File: config.mk
export PLATFORM = sky130hd
export DESIGN_NAME = parking_sensor_frontend
export DESIGN_NICKNAME = d
export VERILOG_FILES = /design/src/rtl/parking_sensor_frontend.sv
export SDC_FILE = /design/constraint.sdc
export NUM_CORES = 1
export LEC_CHECK = 0
export ABC_AREA = 1
export CAP_MARGIN = 40
export CELL_PAD_IN_SITES_DETAIL_PLACEMENT = 0
export CELL_PAD_IN_SITES_GLOBAL_PLACEMENT = 1
export CORE_MARGIN = 8
export CORE_UTILIZATION = 38
export DETAILED_ROUTE_END_ITERATION = 10
export PLACE_DENSITY = 0.71
export SYNTH_ARGS = -nofsm -noshare
export SYNTH_HDL_FRONTEND = slang
export SYNTH_SLANG_ARGS = --single-unit
File: constraint.sdc
create_clock -name clk -period 2.3 [get_ports clk]
set_clock_uncertainty 0.05 [all_clocks]
set_input_delay 0.69 -clock clk [delete_from_list [all_inputs] [get_ports clk]]
set_output_delay 0.69 -clock clk [all_outputs]
set_load 0.02 [all_outputs]
File: src/rtl/parking_sensor_frontend.sv
// Sensor front end for the parking occupancy FSM: sync/debounce, request queuing, vacate FIFO, arbiter.
// Optional saturating event statistics are enabled by defining PARKING_FE_STATS_EN.
module parking_sensor_frontend #(
  parameter int DEBOUNCE_CYCLES = 4,
  parameter int PENDING_MAX     = 3
) (
  input  logic       clk,
  input  logic       reset_n,
  input  logic       entry_raw,
  input  logic       exit_raw,
  input  logic [3:0] slot_raw,
  input  logic       full_light,
  output logic       entry_sensor,
  output logic       exit_sensor,
  output logic [1:0] exit_location,
  output logic       event_drop,
  output logic [1:0] entry_pending,
  output logic [1:0] exit_pending
`ifdef PARKING_FE_STATS_EN
  ,
  output logic [7:0] stat_entries,
  output logic [7:0] stat_exits,
  output logic [7:0] stat_drops
`endif
);

  localparam int         NB    = 6;
  localparam int         CNT_W = (DEBOUNCE_CYCLES > 1) ? $clog2(DEBOUNCE_CYCLES) : 1;
  localparam logic [1:0] PMAX  = 2'(PENDING_MAX);

  typedef enum logic [1:0] {IDLE, ISSUE_EN, ISSUE_EX, GAP} state_e;

  function automatic logic [1:0] pend_next(input logic [1:0] cur, input logic inc,
                                           input logic dec);
    logic [1:0] res;
    res = cur;
    if (inc && !dec && (cur != PMAX)) res = cur + 2'd1;
    else if (dec && !inc)             res = cur - 2'd1;
    return res;
  endfunction

  logic [NB-1:0]    raw_w;
  logic [NB-1:0]    sync1_q, sync2_q;
  logic [NB-1:0]    lvl_q, lvl_d, prev_q;
  logic [CNT_W-1:0] db_cnt_q [NB];
  logic [CNT_W-1:0] db_cnt_d [NB];

  logic       entry_rise_w, exit_rise_w;
  logic [3:0] slot_fall_w;

  logic [3:0] vac_mask_q, vac_mask_d, vac_all_w, vac_sel_w;
  logic [1:0] vac_idx_w;
  logic       vac_push_w;

  logic [1:0] fifo_mem_q [4];
  logic [1:0] fifo_wr_q, fifo_rd_q, fifo_head_w;
  logic [2:0] fifo_cnt_q;
  logic       fifo_full_w, fifo_push_w, fifo_drop_w;

  logic [1:0] entry_pend_q, exit_pend_q;
  logic       en_drop_w, ex_drop_w, event_drop_q;

  state_e     state_q;
  logic       last_ex_q;
  logic       can_issue_w, en_elig_w, ex_elig_w, launch_en_w, launch_ex_w;
  logic       entry_sensor_q, exit_sensor_q;
  logic [1:0] exit_loc_q;

  assign raw_w = {slot_raw, exit_raw, entry_raw};

  // Debounce: the level flips on the DEBOUNCE_CYCLES-th consecutive disagreeing sample.
  always_comb begin
    lvl_d = lvl_q;
    for (int i = 0; i < NB; i++) begin
      db_cnt_d[i] = '0;
      if (sync2_q[i] != lvl_q[i]) begin
        if (db_cnt_q[i] == CNT_W'(DEBOUNCE_CYCLES - 1)) lvl_d[i] = sync2_q[i];
        else                                            db_cnt_d[i] = db_cnt_q[i] + 1'b1;
      end
    end
  end

  always_ff @(posedge clk or negedge reset_n) begin
    if (!reset_n) begin
      sync1_q <= '0;
      sync2_q <= '0;
      lvl_q   <= '0;
      prev_q  <= '0;
      for (int i = 0; i < NB; i++) db_cnt_q[i] <= '0;
    end else begin
      sync1_q <= raw_w;
      sync2_q <= sync1_q;
      lvl_q   <= lvl_d;
      prev_q  <= lvl_q;
      for (int i = 0; i < NB; i++) db_cnt_q[i] <= db_cnt_d[i];
    end
  end

  assign entry_rise_w = lvl_q[0] & ~prev_q[0];
  assign exit_rise_w  = lvl_q[1] & ~prev_q[1];
  assign slot_fall_w  = prev_q[5:2] & ~lvl_q[5:2];

  // Fresh falls merge with leftovers so a single fall reaches the FIFO in the cycle it is seen.
  assign vac_all_w  = vac_mask_q | slot_fall_w;
  assign vac_push_w = |vac_all_w;

  always_comb begin
    vac_idx_w = 2'd0;
    vac_sel_w = 4'b0000;
    for (int i = 3; i >= 0; i--) begin
      if (vac_all_w[i]) begin
        vac_idx_w = 2'(i);
        vac_sel_w = 4'b0001 << i;
      end
    end
    vac_mask_d = vac_all_w & ~vac_sel_w;
  end

  assign fifo_full_w = (fifo_cnt_q == 3'd4);
  assign fifo_push_w = vac_push_w && (!fifo_full_w || launch_ex_w);
  assign fifo_drop_w = vac_push_w && fifo_full_w && !launch_ex_w;
  assign fifo_head_w = fifo_mem_q[fifo_rd_q];

  always_ff @(posedge clk or negedge reset_n) begin
    if (!reset_n) begin
      vac_mask_q <= '0;
      fifo_wr_q  <= '0;
      fifo_rd_q  <= '0;
      fifo_cnt_q <= '0;
      for (int i = 0; i < 4; i++) fifo_mem_q[i] <= '0;
    end else begin
      vac_mask_q <= vac_mask_d;
      if (fifo_push_w) begin
        fifo_mem_q[fifo_wr_q] <= vac_idx_w;
        fifo_wr_q             <= fifo_wr_q + 2'd1;
      end
      if (launch_ex_w) fifo_rd_q <= fifo_rd_q + 2'd1;
      fifo_cnt_q <= fifo_cnt_q + {2'b00, fifo_push_w} - {2'b00, launch_ex_w};
    end
  end

  assign en_drop_w = entry_rise_w && !launch_en_w && (entry_pend_q == PMAX);
  assign ex_drop_w = exit_rise_w && !launch_ex_w && (exit_pend_q == PMAX);

  always_ff @(posedge clk or negedge reset_n) begin
    if (!reset_n) begin
      entry_pend_q <= '0;
      exit_pend_q  <= '0;
      event_drop_q <= 1'b0;
    end else begin
      entry_pend_q <= pend_next(entry_pend_q, entry_rise_w, launch_en_w);
      exit_pend_q  <= pend_next(exit_pend_q, exit_rise_w, launch_ex_w);
      event_drop_q <= en_drop_w | ex_drop_w | fifo_drop_w;
    end
  end

  // GAP arbitrates like IDLE, so back-to-back pulses are exactly two cycles apart.
  assign can_issue_w = (state_q == IDLE) || (state_q == GAP);
  assign en_elig_w   = (entry_pend_q != 2'd0) && !full_light;
  assign ex_elig_w   = (exit_pend_q != 2'd0) && (fifo_cnt_q != 3'd0);
  assign launch_en_w = can_issue_w && en_elig_w && (!ex_elig_w || last_ex_q);
  assign launch_ex_w = can_issue_w && ex_elig_w && (!en_elig_w || !last_ex_q);

  always_ff @(posedge clk or negedge reset_n) begin
    if (!reset_n) begin
      state_q        <= IDLE;
      last_ex_q      <= 1'b1;
      entry_sensor_q <= 1'b0;
      exit_sensor_q  <= 1'b0;
      exit_loc_q     <= 2'b00;
    end else begin
      entry_sensor_q <= 1'b0;
      exit_sensor_q  <= 1'b0;
      exit_loc_q     <= 2'b00;
      case (state_q)
        IDLE, GAP: begin
          if (launch_en_w) begin
            state_q        <= ISSUE_EN;
            entry_sensor_q <= 1'b1;
            last_ex_q      <= 1'b0;
          end else if (launch_ex_w) begin
            state_q       <= ISSUE_EX;
            exit_sensor_q <= 1'b1;
            exit_loc_q    <= fifo_head_w;
            last_ex_q     <= 1'b1;
          end else begin
            state_q <= IDLE;
          end
        end
        default: state_q <= GAP;
      endcase
    end
  end

  assign entry_sensor  = entry_sensor_q;
  assign exit_sensor   = exit_sensor_q;
  assign exit_location = exit_loc_q;
  assign event_drop    = event_drop_q;
  assign entry_pending = entry_pend_q;
  assign exit_pending  = exit_pend_q;

`ifdef PARKING_FE_STATS_EN
  logic [7:0] stat_en_q, stat_ex_q, stat_drop_q;
  logic       drop_d;

  assign drop_d = en_drop_w | ex_drop_w | fifo_drop_w;

  always_ff @(posedge clk or negedge reset_n) begin
    if (!reset_n) begin
      stat_en_q   <= '0;
      stat_ex_q   <= '0;
      stat_drop_q <= '0;
    end else begin
      if (launch_en_w && (stat_en_q != 8'hFF))  stat_en_q   <= stat_en_q + 8'd1;
      if (launch_ex_w && (stat_ex_q != 8'hFF))  stat_ex_q   <= stat_ex_q + 8'd1;
      if (drop_d && (stat_drop_q != 8'hFF))     stat_drop_q <= stat_drop_q + 8'd1;
    end
  end

  assign stat_entries = stat_en_q;
  assign stat_exits   = stat_ex_q;
  assign stat_drops   = stat_drop_q;
`endif

endmodule

==> results of run 1 <==
-- through the flow --
stage	setup WS, ns	util
after detailed placement	-0.4907	0.4382
after CTS	0.04029	0.4707
after global routing	0.03113	0.4714
final	0.1220	0.4714
after global placement	-0.4518	0.4382
after floorplan	0.01353	-
-- where the power goes --
group          leakage, nW  switching, mW  total [mW]  internal (mW)
logic                0.749           1.27        2.26          0.994
clock network        0.105          0.419       0.972          0.553
registers            0.819          0.282        1.90           1.62
total                 1.67           1.97        5.13           3.16
-- final timing paths --
path	to	slack, ns	cells after the start
min	sync1_q[3]	0.10	1
max in group asynchronous	last_ex_q	1.56	2
max reg2reg	fifo_cnt_q[2]	0.13	11
min reg2reg	sync2_q[2]	0.30	0
max	entry_pending[0]	0.12	2
min in group clk	sync2_q[2]	0.30	0
-- Yosys cell counts (2+ instances only) --
cell,instances
sky130_fd_sc_hd__nand2_1,54
sky130_fd_sc_hd__nand3_1,16
sky130_fd_sc_hd__o21ai_0,10
sky130_fd_sc_hd__xor2_1,2
sky130_fd_sc_hd__nand4_1,10
sky130_fd_sc_hd__ha_1,12
sky130_fd_sc_hd__buf_6,3
sky130_fd_sc_hd__nor3_1,7
sky130_fd_sc_hd__nand2_2,3
sky130_fd_sc_hd__a21oi_2,3
sky130_fd_sc_hd__inv_1,35
sky130_fd_sc_hd__dfrtp_1,65
sky130_fd_sc_hd__xnor2_1,7
sky130_fd_sc_hd__nor2_1,18
sky130_fd_sc_hd__a21oi_1,5
-- sequential cells by signal, indices dropped and copies added, names as in the netlist, 2 cells and up --
name / count
db_cnt_q: 12
entry_pending: 2
exit_location: 2
exit_pending: 2
fifo_cnt_q: 3
fifo_mem_q: 8
fifo_rd_q: 2
fifo_wr_q: 2
lvl_q: 6
prev_q: 6
state_q: 2
sync1_q: 6
sync2_q: 6
vac_mask_q: 3
-- layer usage --
| metal | wire length, um | part of all wire | vias up |
|---|---|---|---|
| li1 | - | - | 901 |
| met1 | 2081 | 0.46 | 843 |
| met2 | 2153 | 0.48 | 18 |
| met3 | 103 | 0.023 | 12 |
| met4 | 144 | 0.032 | 0 |
| met5 | 0 | 0 | - |
-- critical path, cell delays in order (launching register included) --
cell and delay, ns:
sky130_fd_sc_hd__dfrtp_1 0.36, sky130_fd_sc_hd__buf_4 0.14, sky130_fd_sc_hd__clkdlybuf4s50_1 0.60
-- cell families (layout without fill, tap and decap cells) --
| family | after synthesis | in the layout | synth area share |
|---|---|---|---|
| AND/OR/NAND/NOR | 113 | 113 | 0.1862 |
| flip-flops | 66 | 66 | 0.6060 |
| buffers and inverters | 39 | 80 | 0.06193 |
| AO/OA/AOI/OAI | 20 | 20 | 0.04266 |
| adder cells (fa/ha/maj) | 13 | 13 | 0.06238 |
| XOR/XNOR | 11 | 11 | 0.04083 |
-- repair_timing --
action,in CTS,in global routing
hold buffers,0,0
resized for setup,3,1
setup endpoints to repair,2,1
pin swaps,3,0
setup buffers,2,0
-- area by class of cell --
type | instances | share of cell area
Clock buffer | 11 | 0.04525
Inverter | 36 | 0.04039
Multi-Input combinational cell | 157 | 0.2902
Clock inverter | 5 | 0.01571
Sequential cell | 66 | 0.4940
Timing Repair Buffer | 28 | 0.07741
Tap cell | 99 | 0.03702
==> parameters.txt, run 1 <==
Parameter                              Value

Routing
  Total via count after detailed routing ... 1774
  Initial DRC count ... 57
  Total Wirelength ... 4482 um
  Number of iterations in the first detailed-routing pass ... 4
  Avg Vias per Cell ... 4.413
  Remaining antenna violation count after routing ... 0
  Final routed wire length divided by cell count ... 11.15 um
  Number of DRC violations after detailed routing ... 0

STA
  Max_slew headroom ... 0.7631
  Final Setup Violations ... 0
  Final setup TNS ... 0 ns
  Unrepaired setup endpoints after global routing ... false
  Part of the cycle the worst path needs ... 0.9470
  Number of pins with negative max-slew slack in the final report ... 0
  Worst-margin pin slew ... 0.3554 ns
  Period minus WS final ... 2.178 ns
  Achievable clock frequency ... 0.4591 GHz
  Final hold violation count ... 0
  Worst hold margin ... 0.1017 ns

Cells and area
  Fin nets ... 320
  Antenna diode instance count ... 0
  Fraction of final layout cells with drive strength greater than 1 ... 0.1683
  Final non-filler cell area ... 3346 sq um
  Multi-input gate area in the final layout ... 970.9 sq um
  Area added between synthesis and finish ... 22.66%
  Fill count ... 663
  Register cell area after layout ... 1653 sq um
  Most common cell after layout, fill and taps aside ... sky130_fd_sc_hd__dfrtp_1
  Commonest cells after routing, fill and taps aside ... sky130_fd_sc_hd__dfrtp_1, sky130_fd_sc_hd__nand2_1, sky130_fd_sc_hd__inv_1, sky130_fd_sc_hd__nor2_1
  Non-filler cells, final ... 402

Placement
  Total instance count after detailed placement ... 384
  Count of input and output buffers ... 17
  Global placement routability congestion ... 0.7464
  Final HPWL DP ... 3111 um
  Post-DP Area ... 3110 sq um

Flow run
  Number of violations of the max-capacitance limit ... 0

Global route
  Total congestion overflow after global routing ... 0
  Fraction of met3 tracks used by global routing ... 0.01865
  Wire length of the first global-routing pass ... 7886 um
  Global-route track usage on met2 ... 0.1620
  Maximum number of pins on one net before global-route repair ... 65
  Global router's overall resource usage ... 0.1003
  GRT busiest layer ... met2
  Met1 track demand over resource ... 0.1154
  Vias in the first global route ... 1830
  Number of antenna violations at the first check in global routing ... 0

Critical path
  CP Data Required Time ... 1.56 ns
  Maximum fanout count along the critical path ... 5
  Worst setup path category ... reg2out
  Worst endpoint data arrival time ... 1.44 ns
  Critical Path Sink Type ... output pin
  Reg2reg start ... fifo_cnt_q[0]
  CP Launch Point ... entry_pending[0]
  Critical Path Source Type ... flop

Clock network
  Post-CTS clock slew at the launch and capture registers of the worst setup and hold paths ... 0.07 ns
  Clock sink count ... 66
  CTS H-tree depth ... 3
  Maximum number of buffers from clock root to sink ... 2
  Number of clock buffers inserted by TritonCTS ... 9
  Cell at the root of the clock tree ... sky130_fd_sc_hd__clkbuf_8
  Clock insertion delay at the later pin of the skew report ... 0.33 ns
  Clock tree from TritonCTS ... yes

Logic synthesis
  Register bit total from synthesis ... 66
  Post-Syn Instances ... 262
  Warnings, synthesis ... 0
  Net count after synthesis ... 284
  Synth unique cells ... 27
  Cell taking the most area after synthesis ... sky130_fd_sc_hd__dfrtp_1
  Most used flip-flop cell after synthesis ... sky130_fd_sc_hd__dfrtp_1
  Async set or reset register ratio after synthesis ... 1.000
  Portion of the post-synthesis area used by sequential elements ... 0.6060
  Post-Syn Area per Cell ... 10.41 sq um
  Post-synthesis cell area ... 2728 sq um
  Synth top area cells ... sky130_fd_sc_hd__dfrtp_1, sky130_fd_sc_hd__nand2_1, sky130_fd_sc_hd__ha_1
  EDFF count, synth ... 0
  Post-synth top area share ... 0.5963

Power and ir drop
  Total power ... 5.133 mW
  Peak ir drop on the vdd network ... 0.5467 mV
  Total leakage power ... 1.673 nW
  Power per standard cell area ... 1534 nW/um^2

Floorplan
  Total core area ... 7098 sq um
  Ports ... 18
  Total number of placement rows ... 31
  Area of the die ... 10140 sq um
  Die Height ... 100.7 um
  Floorplan die width ... 100.7 um
  Starting utilization of the core area ... 0.3843

Hold path
  Class of the tightest hold or removal check ... in2async

Outcome
  Outcome ... finished, final reports clean
Power figures use the tool's default switching activity.
==> inputs of run 2 (changes only) <==
--- a/config.mk
+++ b/config.mk
@@ -6,13 +6,12 @@
 export NUM_CORES = 1
 export LEC_CHECK = 0
 export ABC_AREA = 1
-export CAP_MARGIN = 40
 export CELL_PAD_IN_SITES_DETAIL_PLACEMENT = 0
-export CELL_PAD_IN_SITES_GLOBAL_PLACEMENT = 1
+export CELL_PAD_IN_SITES_GLOBAL_PLACEMENT = 2
 export CORE_MARGIN = 8
-export CORE_UTILIZATION = 38
+export CORE_UTILIZATION = 34
 export DETAILED_ROUTE_END_ITERATION = 10
-export PLACE_DENSITY = 0.71
+export PLACE_DENSITY = 0.76
 export SYNTH_ARGS = -nofsm -noshare
 export SYNTH_HDL_FRONTEND = slang
 export SYNTH_SLANG_ARGS = --single-unit
==> run 2 against run 1 <==
Against the previous run:
- hold slack improved by 0.20 ns
- setup slack improved by 0.0010 ns
- count of clock-buffer cells in the layout rose by 2
- die area rose by 9.9%
- total power fell by 2.1%
- critical path depth did not move
- first-iteration DRC count rose by 7.0%
- critical endpoint unchanged
- wire length fell by 0.65%
- largest cell class unchanged
- sequential cell count did not move
==> parameters.txt, run 2 (synthesis results as in run 1) <==
Parameter                              Value

Power and ir drop
  Switching pwr ... 1.949 mW (-1.0%)
  Share of power burned in the clock network ... 0.164 (-0.025)
  Combinational Power Share ... 0.461 (+0.020)
  Peak ir drop on the vdd network ... 0.4227 mV (-23%)
  Switching power share of the total ... 0.3879 (+0.004181)
  Total leakage power ... 1.673 nW (about the same)
  Total power ... 5.025 mW (-2.1%)
  Power per standard cell area ... 1505 nW/um^2 (-1.9%)
  Part of the power in registers ... 0.375 (+0.005)
  Cell internal power dissipation ... 3.076 mW (-2.8%)

Clock network
  Cell at the root of the clock tree ... sky130_fd_sc_hd__clkbuf_8
  Clock tree from TritonCTS ... yes
  Post-CTS Hold Fix Bufs ... 0 (unchanged)
  Number of clock buffers inserted by TritonCTS ... 9 (unchanged)
  Clock insertion delay at the later pin of the skew report ... 0.33 ns (about the same)
  Post-CTS clock slew at the launch and capture registers of the worst setup and hold paths ... 0.07 ns (about the same)
  CTS H-tree depth ... 3 (unchanged)
  Maximum number of buffers from clock root to sink ... 2 (unchanged)
  Clock sink count ... 66 (unchanged)

Critical path
  Largest stage delay, worst path ... 0.60 ns (about the same)
  Dominant delay contributor by cell family on the critical path ... buffers and inverters
  Worst endpoint data arrival time ... 1.44 ns (about the same)
  Critical Path Source Type ... flop
  RR Endpoint ... fifo_cnt_q[2]
  Worst setup path category ... reg2out
  CP Data Required Time ... 1.56 ns (about the same)
  Reg2reg start ... state_q[1]
  Crit path buf inv count ... 2 (unchanged)
  Worst-path cell with the longest stage delay ... sky130_fd_sc_hd__clkdlybuf4s50_1
  Cells traversed along the worst timing path ... buf_4 -> clkdlybuf4s50_1
  Critical Path Sink Type ... output pin
  Register-to-Register Path Depth ... 11 (unchanged)
  Maximum fanout count along the critical path ... 5 (unchanged)
  Reg2Reg Setup Slack ... 0.12 ns (about the same)

Cells and area
  Antenna diode instance count ... 0 (unchanged)
  Area added between synthesis and finish ... 22.43%
  Fraction of final layout cells with drive strength greater than 1 ... 0.1780 (+0.009677)
  Commonest cells after routing, fill and taps aside ... sky130_fd_sc_hd__dfrtp_1, sky130_fd_sc_hd__nand2_1, sky130_fd_sc_hd__inv_1, sky130_fd_sc_hd__nor2_1, sky130_fd_sc_hd__buf_4
  Fin nets ... 326 (+1.9%)
  Most common cell after layout, fill and taps aside ... sky130_fd_sc_hd__dfrtp_1
  Largest registers ... db_cnt_q: 12 flops, fifo_mem_q: 8 flops
  Number of flip-flops in the largest register ... 12 (unchanged)
  Most flops, register ... db_cnt_q

Routing
  Initial DRC count ... 61 (+7.0%)
  Total via count after detailed routing ... 1782 (+0.45%)
  Number of DRC violations after detailed routing ... 0 (unchanged)
  Avg Vias per Cell ... 4.336 (-1.7%)
  Total Wirelength ... 4453 um (-0.65%)
  Remaining antenna violation count after routing ... 0 (unchanged)
  Final routed wire length divided by cell count ... 10.83 um (-2.8%)
  Number of iterations in the first detailed-routing pass ... 4 (unchanged)

Floorplan
  Floorplan die width ... 105.6 um (+4.8%)
  Total core area ... 7767 sq um (+9.4%)
  Ports ... 18 (unchanged)
  Die Height ... 105.6 um (+4.8%)
  Area of the die ... 11140 sq um (+9.9%)
  Total number of placement rows ... 32 (+3.2%)
  Starting utilization of the core area ... 0.3512 (-0.03312)

Placement
  Final HPWL DP ... 3222 um (+3.6%)
  Count of input and output buffers ... 17 (unchanged)
  Global placement routability congestion ... 0.7414 (-0.67%)

STA
  Achievable clock frequency ... 0.4594 GHz (about the same)
  Final hold violation count ... 0 (unchanged)
  Number of pins with negative max-slew slack in the final report ... 0 (unchanged)
  Worst-margin pin slew ... 0.4178 ns (+0.06241 ns)
  Worst hold margin ... 0.3022 ns (+0.2005 ns)
  Unrepaired setup endpoints after global routing ... false
  Max_slew headroom ... 0.7215 (-0.04161)
  Period minus WS final ... 2.177 ns (-0.001030 ns)
  Final Setup Violations ... 0 (unchanged)
  Part of the cycle the worst path needs ... 0.9465 (about the same)

Outcome
  Outcome ... finished, final reports clean

Hold path
  Hold Path Depth ... 0
  Hold Startpoint ... sync1_q[3]
  Class of the tightest hold or removal check ... reg2reg
  Terminating pin of the worst hold path ... sync2_q[3]

Flow run
  Number of violations of the max-capacitance limit ... 0 (unchanged)

Global route
  Number of antenna violations at the first check in global routing ... 0 (unchanged)
  Vias in the first global route ... 1931 (+5.5%)
  Global router's overall resource usage ... 0.09352 (-0.006740)
  Maximum number of pins on one net before global-route repair ... 35 (-46%)
  Total congestion overflow after global routing ... 0 (unchanged)
  Wire length of the first global-routing pass ... 8355 um (+5.9%)
[run 2: cell count changes in the layout (fill, tap and decap cells not counted), moves of 2 or more]
cell	delta
sky130_fd_sc_hd__clkbuf_1	+3
sky130_fd_sc_hd__inv_2	+2
sky130_fd_sc_hd__inv_1	-2
sky130_fd_sc_hd__buf_4	+7
[run 2: worst max-delay path by stage]
stage,from,end,slack [ns],cells past startpoint
global placement,full_light,fifo_cnt_q[2],-0.49,13
detailed placement,full_light,fifo_cnt_q[2],-0.54,12
floorplan,full_light,fifo_cnt_q[2],0.01,12
CTS,entry_pending[0],entry_pending[0],0.09,2
global route,lvl_q[3],fifo_cnt_q[2],0.02,13
finish,entry_pending[0],entry_pending[0],0.12,2
[run 2: final cells by class]
cell class | instances | area, sq um
inverter | 36 | 135.1
sequential | 66 | 1653
multi-input combinational | 157 | 965.9
clock buffer | 13 | 148.9
timing repair buffer | 34 | 291.5
tap | 102 | 127.6
fill | 791 | 4428
clock inverter | 3 | 17.52
[run 2: worst register-to-register path, delay by kind of cell (launching register included)]
family | cells | cell delay [ns]
XOR/XNOR | 3 | 0.55
buffers and inverters | 2 | 0.09
adder cells (fa/ha/maj) | 3 | 0.66
flip-flops | 1 | 0.41
AND/OR/NAND/NOR | 3 | 0.31
[run 2: timing repair]
item,4_1_cts,5_1_grt
setup endpoints to repair,2,1
pin swaps,3,0
gates resized for setup,5,0
setup buffers,2,2
[run 2: stage by stage]
stage	worst slack [ns]	TNS, ns	instances	utilization	instance area [sq um]
CTS	0.08967	0	409	0.4280	3324
global route	0.01557	0	411	0.4299	3339
floorplan	0.01353	0	262	-	2775
finish	0.1230	0	411	0.4299	3339
global placement	-0.4938	-0.8815	391	0.4032	3132
detailed placement	-0.5362	-0.9668	391	0.4032	3132
[run 2: per-layer routing]
metal  global-route usage  vias to the layer above  part of all wire
li1                     -                      915                 -
met1               0.1095                      838              0.48
met2               0.1461                       19              0.46
met3              0.03289                       10             0.040
met4              0.05427                        0             0.023
met5                    0                        -                 0
[run 2: power groups by stage]
stage / clock [mW] / combinational, mW / sequential [mW]
6_report: 0.825 / 2.32 / 1.88
4_1_cts: 0.866 / 2.35 / 1.89
3_3_place_gp: 0 / 2.24 / 1.89
3_5_place_dp: 0 / 2.28 / 1.90
2_1_floorplan: 0 / 1.56 / 1.97
5_1_grt: 0.923 / 2.69 / 1.95
